## config.mk

```make
export PLATFORM = sky130hd
export DESIGN_NAME = program_loader_flat
export DESIGN_NICKNAME = d
export VERILOG_FILES = /design/src/rtl/program_loader_if.sv /design/src/rtl/program_loader.sv /design/src/flat_wrapper.sv
export SDC_FILE = /design/constraint.sdc
export NUM_CORES = 1
export LEC_CHECK = 0
export CAP_MARGIN = 20
export CORE_MARGIN = 8
export CORE_UTILIZATION = 50
export CTS_CLUSTER_SIZE = 8
export DETAILED_ROUTE_END_ITERATION = 6
export GPL_TIMING_DRIVEN = 0
export PLACE_DENSITY = 0.73
export SLEW_MARGIN = 0
export SYNTH_ARGS = -nofsm -noshare
export SYNTH_HDL_FRONTEND = slang
export SYNTH_SLANG_ARGS = --single-unit
```

## constraint.sdc

```tcl
create_clock -name clk -period 6.2 [get_ports clk]
set_input_delay 1.55 -clock clk [delete_from_list [all_inputs] [get_ports clk]]
set_output_delay 1.55 -clock clk [all_outputs]
set_load 0.005 [all_outputs]
```

## src/rtl/program_loader_if.sv

```systemverilog
// Byte-stream input and program-memory write port of the boot loader.
// The master modport is the loader's view; slave is the environment's view.
interface program_loader_if #(
  parameter int ADDRESS_BITWIDTH = 16
);
  logic                        start;
  logic [7:0]                  byte_data;
  logic                        byte_valid;
  logic                        byte_ready;
  logic [ADDRESS_BITWIDTH-1:0] write_address;
  logic [31:0]                 write_data;
  logic                        write_enable;
  logic [31:0]                 word_count;
  logic                        busy;
  logic                        done;
  logic                        error;

  modport master (
    input  start, byte_data, byte_valid,
    output byte_ready, write_address, write_data, write_enable,
    output word_count, busy, done, error
  );

  modport slave (
    output start, byte_data, byte_valid,
    input  byte_ready, write_address, write_data, write_enable,
    input  word_count, busy, done, error
  );
endinterface

```

## src/rtl/program_loader.sv

```systemverilog
// Boot-time program loader: assembles a little-endian {N, N words, XOR checksum}
// byte stream into 32-bit words and writes them to program memory.
module program_loader #(
  parameter int ADDRESS_BITWIDTH = 16,
  parameter int BASE_ADDRESS     = 0
) (
  input  logic             clk,
  input  logic             reset,
  program_loader_if.master bus
);

  typedef enum logic [2:0] {
    S_IDLE, S_LEN, S_DATA, S_CSUM, S_DONE, S_ERROR
  } state_e;

  // Words that fit between BASE_ADDRESS and the top of the address space.
  localparam logic [32:0] CAPACITY =
    (33'd1 << (ADDRESS_BITWIDTH - 2)) - 33'(BASE_ADDRESS / 4);
  localparam logic [ADDRESS_BITWIDTH-1:0] BASE = ADDRESS_BITWIDTH'(BASE_ADDRESS);

  state_e                      state_q, state_d;
  logic [1:0]                  idx_q, idx_d;
  logic [23:0]                 asm_q, asm_d;
  logic [31:0]                 len_q, len_d;
  logic [31:0]                 acc_q, acc_d;
  logic [31:0]                 cnt_q, cnt_d;
  logic                        we_q, we_d;
  logic [ADDRESS_BITWIDTH-1:0] addr_q, addr_d;
  logic [31:0]                 data_q, data_d;

  logic        ready;
  logic        accept;
  logic        last;
  logic [31:0] word;

  assign ready  = (state_q == S_LEN) || (state_q == S_DATA) || (state_q == S_CSUM);
  assign accept = bus.byte_valid && ready;
  assign last   = accept && (idx_q == 2'd3);
  assign word   = {bus.byte_data, asm_q};

  always_ff @(posedge clk) begin
    if (reset) begin
      state_q <= S_IDLE;
      idx_q   <= '0;
      asm_q   <= '0;
      len_q   <= '0;
      acc_q   <= '0;
      cnt_q   <= '0;
      we_q    <= 1'b0;
      addr_q  <= '0;
      data_q  <= '0;
    end else begin
      state_q <= state_d;
      idx_q   <= idx_d;
      asm_q   <= asm_d;
      len_q   <= len_d;
      acc_q   <= acc_d;
      cnt_q   <= cnt_d;
      we_q    <= we_d;
      addr_q  <= addr_d;
      data_q  <= data_d;
    end
  end

  always_comb begin
    state_d = state_q;
    idx_d   = idx_q;
    asm_d   = asm_q;
    len_d   = len_q;
    acc_d   = acc_q;
    cnt_d   = cnt_q;
    we_d    = 1'b0;
    addr_d  = addr_q;
    data_d  = data_q;

    // The 4th byte completes the word via 'word'; only bytes 0..2 are stored.
    if (accept) begin
      idx_d = idx_q + 2'd1;
      case (idx_q)
        2'd0:    asm_d[7:0]   = bus.byte_data;
        2'd1:    asm_d[15:8]  = bus.byte_data;
        2'd2:    asm_d[23:16] = bus.byte_data;
        default: ;
      endcase
    end

    case (state_q)
      S_IDLE, S_DONE, S_ERROR: begin
        if (bus.start) begin
          state_d = S_LEN;
          idx_d   = '0;
          cnt_d   = '0;
          acc_d   = '0;
        end
      end
      S_LEN: begin
        if (last) begin
          len_d = word;
          if (word == 32'd0)                state_d = S_CSUM;
          else if ({1'b0, word} > CAPACITY) state_d = S_ERROR;
          else                              state_d = S_DATA;
        end
      end
      S_DATA: begin
        if (last) begin
          we_d   = 1'b1;
          data_d = word;
          addr_d = BASE + {cnt_q[ADDRESS_BITWIDTH-3:0], 2'b00};
          cnt_d  = cnt_q + 32'd1;
          acc_d  = acc_q ^ word;
          if (cnt_q + 32'd1 == len_q) state_d = S_CSUM;
        end
      end
      S_CSUM: begin
        if (last) state_d = (word == acc_q) ? S_DONE : S_ERROR;
      end
      default: state_d = S_IDLE;
    endcase
  end

  assign bus.byte_ready    = ready;
  assign bus.busy          = ready;
  assign bus.done          = (state_q == S_DONE);
  assign bus.error         = (state_q == S_ERROR);
  assign bus.write_enable  = we_q;
  assign bus.write_address = addr_q;
  assign bus.write_data    = data_q;
  assign bus.word_count    = cnt_q;

endmodule

```

## src/flat_wrapper.sv

```systemverilog
// flat-port wrapper written by rule: the top's interface ports become plain ports
module program_loader_flat 
#(
  parameter int ADDRESS_BITWIDTH = 16,
  parameter int BASE_ADDRESS     = 0
)
  (clk, reset, bus_start, bus_byte_data, bus_byte_valid, bus_byte_ready, bus_write_address, bus_write_data, bus_write_enable, bus_word_count, bus_busy, bus_done, bus_error);
  program_loader_if #(.ADDRESS_BITWIDTH(ADDRESS_BITWIDTH)) bus_i ();
  input  logic clk;
  input  logic reset;
  input wire logic [$bits(bus_i.start)-1:0] bus_start;
  input wire logic [$bits(bus_i.byte_data)-1:0] bus_byte_data;
  input wire logic [$bits(bus_i.byte_valid)-1:0] bus_byte_valid;
  output wire logic [$bits(bus_i.byte_ready)-1:0] bus_byte_ready;
  output wire logic [$bits(bus_i.write_address)-1:0] bus_write_address;
  output wire logic [$bits(bus_i.write_data)-1:0] bus_write_data;
  output wire logic [$bits(bus_i.write_enable)-1:0] bus_write_enable;
  output wire logic [$bits(bus_i.word_count)-1:0] bus_word_count;
  output wire logic [$bits(bus_i.busy)-1:0] bus_busy;
  output wire logic [$bits(bus_i.done)-1:0] bus_done;
  output wire logic [$bits(bus_i.error)-1:0] bus_error;
  assign bus_i.start = bus_start;
  assign bus_i.byte_data = bus_byte_data;
  assign bus_i.byte_valid = bus_byte_valid;
  assign bus_byte_ready = bus_i.byte_ready;
  assign bus_write_address = bus_i.write_address;
  assign bus_write_data = bus_i.write_data;
  assign bus_write_enable = bus_i.write_enable;
  assign bus_word_count = bus_i.word_count;
  assign bus_busy = bus_i.busy;
  assign bus_done = bus_i.done;
  assign bus_error = bus_i.error;
  program_loader #(.ADDRESS_BITWIDTH(ADDRESS_BITWIDTH), .BASE_ADDRESS(BASE_ADDRESS)) u_core (.clk(clk), .reset(reset), .bus(bus_i));
endmodule
```

==> key figures <==
Status
  • Status: finished clean

Global routing
  • First-pass GRT wire length: 43300 um
  • Number of global-route vias before repair: 7920
  • Initial antenna violation count: 0
  • Total gr overflow: 0
  • Largest net degree at the start of global routing: 17
  • Total GRT Usage: 25.3%

Timing
  • Final setup viols: 0
  • RSZ-0062 raised after global routing: false
  • Final worst slack: 2.15 ns
  • Relative slew slack: 39.5%
  • Highest clock rate: 247 MHz
  • Final setup TNS: 0 ns
  • Skew final: 0.00857 ns
  • Minimum clock period: 4.05 ns
  • Tcrit/Tclk final: 65.4%
  • Final hold vios: 0
  • Worst Tran Pin Value: 0.904 ns
  • Slew Viols, Final: 0

Pwr
  • VDD IR max: 0.000203 V
  • Pleak: 0.00369 uW
  • Pwr Density: 247 nW/um^2
  • NetSw: 642 uW
  • Comb pwr share: 9.6%
  • Clk pwr share: 45.6%
  • P_int: 1870 uW
  • Total power: 2520 uW
  • Sw Share: 25.5%
  • Reg power frac: 44.8%

Synthesis
  • Synth warn: 0
  • Async S/R FF share, synth: 0%
  • Seq/Total Area, Yosys: 40.9%
  • Mapped Cells: 1115
  • Cell area after synthesis: 8420 um^2
  • Synth unique cells: 62
  • Post-synth EDFFs: 0
  • Synth Flop Type: dfxtp_1
  • Register bit total from synthesis: 172
  • Mapped Avg Cell Area: 7.55 um^2

Floorplan
  • Initial Util: 51.0%
  • Die height: 146 um
  • Core Region: 16500 um^2
  • Std-Cell Rows: 47
  • Die Span X: 146 um
  • Die area: 21300 um^2
  • Number of I/O pins: 97

Critical path
  • Worst path top cell family by delay: buffers and inverters
  • Reg2reg path depth: 10
  • CP peak stage delay: 0.68 ns
  • Crit Reg-Reg Endpoint: u_core.state_q[2]
  • CP bufs+invs: 4
  • Crit end category: register
  • Crit-path cells: clkdlybuf4s50_1, nand3b_1, or3_1, clkbuf_1, clkbuf_1, clkbuf_1, a2bb2oi_1, nor2_1
  • Crit Path Max Fanout: 10
  • Reg-to-Reg Start: u_core.bus.word_count[1]
  • Critical path's slowest cell: clkbuf_1
  • Most frequent CP cell: clkbuf_1
  • WP data arrival: 4.35 ns
  • Crit path kind: in2reg
  • R2R Setup Slk: 2.34 ns
  • Critical Path Start Type: input port
  • Critical path required time: 6.49 ns
  • Critical Path Source: bus_byte_valid

Worst hold path
  • Worst Hold Class: reg2reg
  • Hold path depth: 2
  • Hold path start: u_core.bus.write_address[13]
  • Hold endpoint: u_core.bus.write_address[13]

Detailed routing
  • DRC Markers: 0
  • Post-Route WL: 27100 um
  • Antenna Nets Post-Route: 0
  • Routed length per instance: 18.7 um
  • Starting DRT DRC Count: 882
  • DRT Pass-1 Iters: 5
  • Vias/cell: 5.80
  • Total number of vias: 8436

Place
  • Placed insts: 1422
  • Worst slack, placed: 1.77 ns
  • GP Congestion: 0.912
  • IO buf count: 86
  • Post-DP Area: 9560 um^2
  • Post-DP HPWL: 19600 um

Final layout
  • Final cell count without fillers: 1454
  • # diodes: 0
  • Ratio of cells with drive above 1 in the final layout: 5.19%
  • Final Cell Area: 10200 um^2
  • Layout Nets: 1238
  • Fill cells: 1562
  • Synth-to-layout area growth: 21.0%

Clock tree
  • Post-CTS resize count: 0
  • Clock sinks: 172
  • Post-CTS Setup Inserts: 0
  • CTS H-tree lvls: 4
  • CTS clk-pin slew, worst paths: 0.07 ns
  • CTS tree: done
  • Clock Path Buffers: 2
  • Inserted Clock Buffers: 17
  • CTS Root Buffer Type: clkbuf_16
  • Clock latency on the worst-skew pair: 0.43 ns
  • # hold bufs at CTS: 0

Flow run
  • Max Cap Viol: 0
==> layout make-up <==
type	count	area, um^2	area share, %
multi-input combinational	823	4480	43.9
sequential	172	3440	33.8
timing repair buffer	86	861	8.44
clock buffer	18	439	4.31
buffer	103	438	4.30
tap	220	275	2.70
clock inverter	14	191	1.88
inverter	18	67.6	0.663
==> through the flow <==
step	utilization (%)	hold WS, ns
floorplan	-	0.448
global placement	57.9	0.442
detailed placement	57.9	0.446
CTS	61.7	0.455
global route	61.7	0.470
finish	61.7	0.453
==> layer usage <==
layer / wire [um] / vias to the layer above / track usage [%]
met5: 0 / - / 0
li1: - / 4045 / -
met3: 2190 / 61 / 5.57
met1: 11400 / 3940 / 31.8
met4: 946 / 0 / 10.0
met2: 12600 / 390 / 41.3
==> power by group through the flow <==
stage          logic (uW)  clock network [uW]  registers, uW
2_1_floorplan         155                   0           1150
3_3_place_gp          233                   0           1150
3_5_place_dp          235                   0           1150
4_1_cts               237                1160           1130
5_1_grt               261                1210           1130
6_report              242                1150           1130
==> layout by cell type, fill, tap and decap left out, types with 4 or more instances in the layout <==
cell / netlist / layout
nand4_1: 15 / 15
a21oi_1: 166 / 166
clkbuf_1: 81 / 81
bufinv_16: 0 / 4
o211a_1: 13 / 13
nor2b_1: 8 / 8
nor4_1: 18 / 18
nand2_1: 223 / 223
and2_1: 5 / 5
clkdlybuf4s50_1: 0 / 86
or3_1: 8 / 8
clkinv_2: 0 / 4
buf_4: 9 / 9
nor3_1: 40 / 40
xnor2_1: 27 / 27
or4_1: 5 / 5
nand2b_1: 6 / 6
nor2_1: 71 / 71
xor2_1: 40 / 40
a311oi_1: 6 / 6
buf_1: 4 / 4
o21ai_0: 49 / 49
a22oi_1: 6 / 6
inv_1: 18 / 18
ha_1: 5 / 5
mux2i_1: 7 / 7
buf_2: 6 / 6
clkbuf_16: 0 / 17
nand3_1: 45 / 45
and3_1: 13 / 13
dfxtp_1: 172 / 172
==> worst max-delay path by stage <==
stage	to	slack [ns]	cells after the start
final	u_core.acc_q[25]	2.15	8
after detailed placement	u_core.acc_q[25]	1.77	8
after CTS	u_core.acc_q[25]	2.21	8
after floorplan	u_core.state_q[2]	2.82	7
after global routing	u_core.bus.word_count[0]	2.07	9
after global placement	u_core.state_q[2]	1.75	8
==> registers in the layout, indices dropped and copies added, names as in the netlist <==
| register | cells |
|---|---|
| u_core.acc_q | 32 |
| u_core.asm_q | 24 |
| u_core.bus.word_count | 32 |
| u_core.bus.write_address | 14 |
| u_core.bus.write_data | 32 |
| u_core.bus.write_enable | 1 |
| u_core.idx_q | 2 |
| u_core.len_q | 32 |
| u_core.state_q | 3 |
==> logic make-up (layout without fill, tap and decap cells) <==
group	count (synthesis)	after routing	share of synthesized area, %
multiplexers	9	9	1.14
adder cells (fa/ha/maj)	5	5	0.743
buffers and inverters	121	239	6.00
AO/OA/AOI/OAI	265	265	18.0
AND/OR/NAND/NOR	474	474	26.0
other	1	2	0.0445
XOR/XNOR	68	68	7.16
flip-flops	172	172	40.9
==> tightest hold or removal path, stage by stage (launching register included) <==
cell	delay [ns]
dfxtp_1	0.31
nand2_1	0.05
a21oi_1	0.05
==> synthesized netlist by cell type, types with 15 or more instances <==
library cell | number | share of area (%)
nor3_1 | 40 | 2.4
xnor2_1 | 27 | 2.8
inv_1 | 18 | 0.80
clkbuf_1 | 81 | 3.6
nor4_1 | 18 | 1.3
nand4_1 | 15 | 1.1
a21oi_1 | 166 | 9.9
nor2_1 | 71 | 3.2
nand3_1 | 45 | 2.7
o21ai_0 | 49 | 2.9
xor2_1 | 40 | 4.2
dfxtp_1 | 172 | 41
nand2_1 | 223 | 9.9
Power figures use the tool's default switching activity.
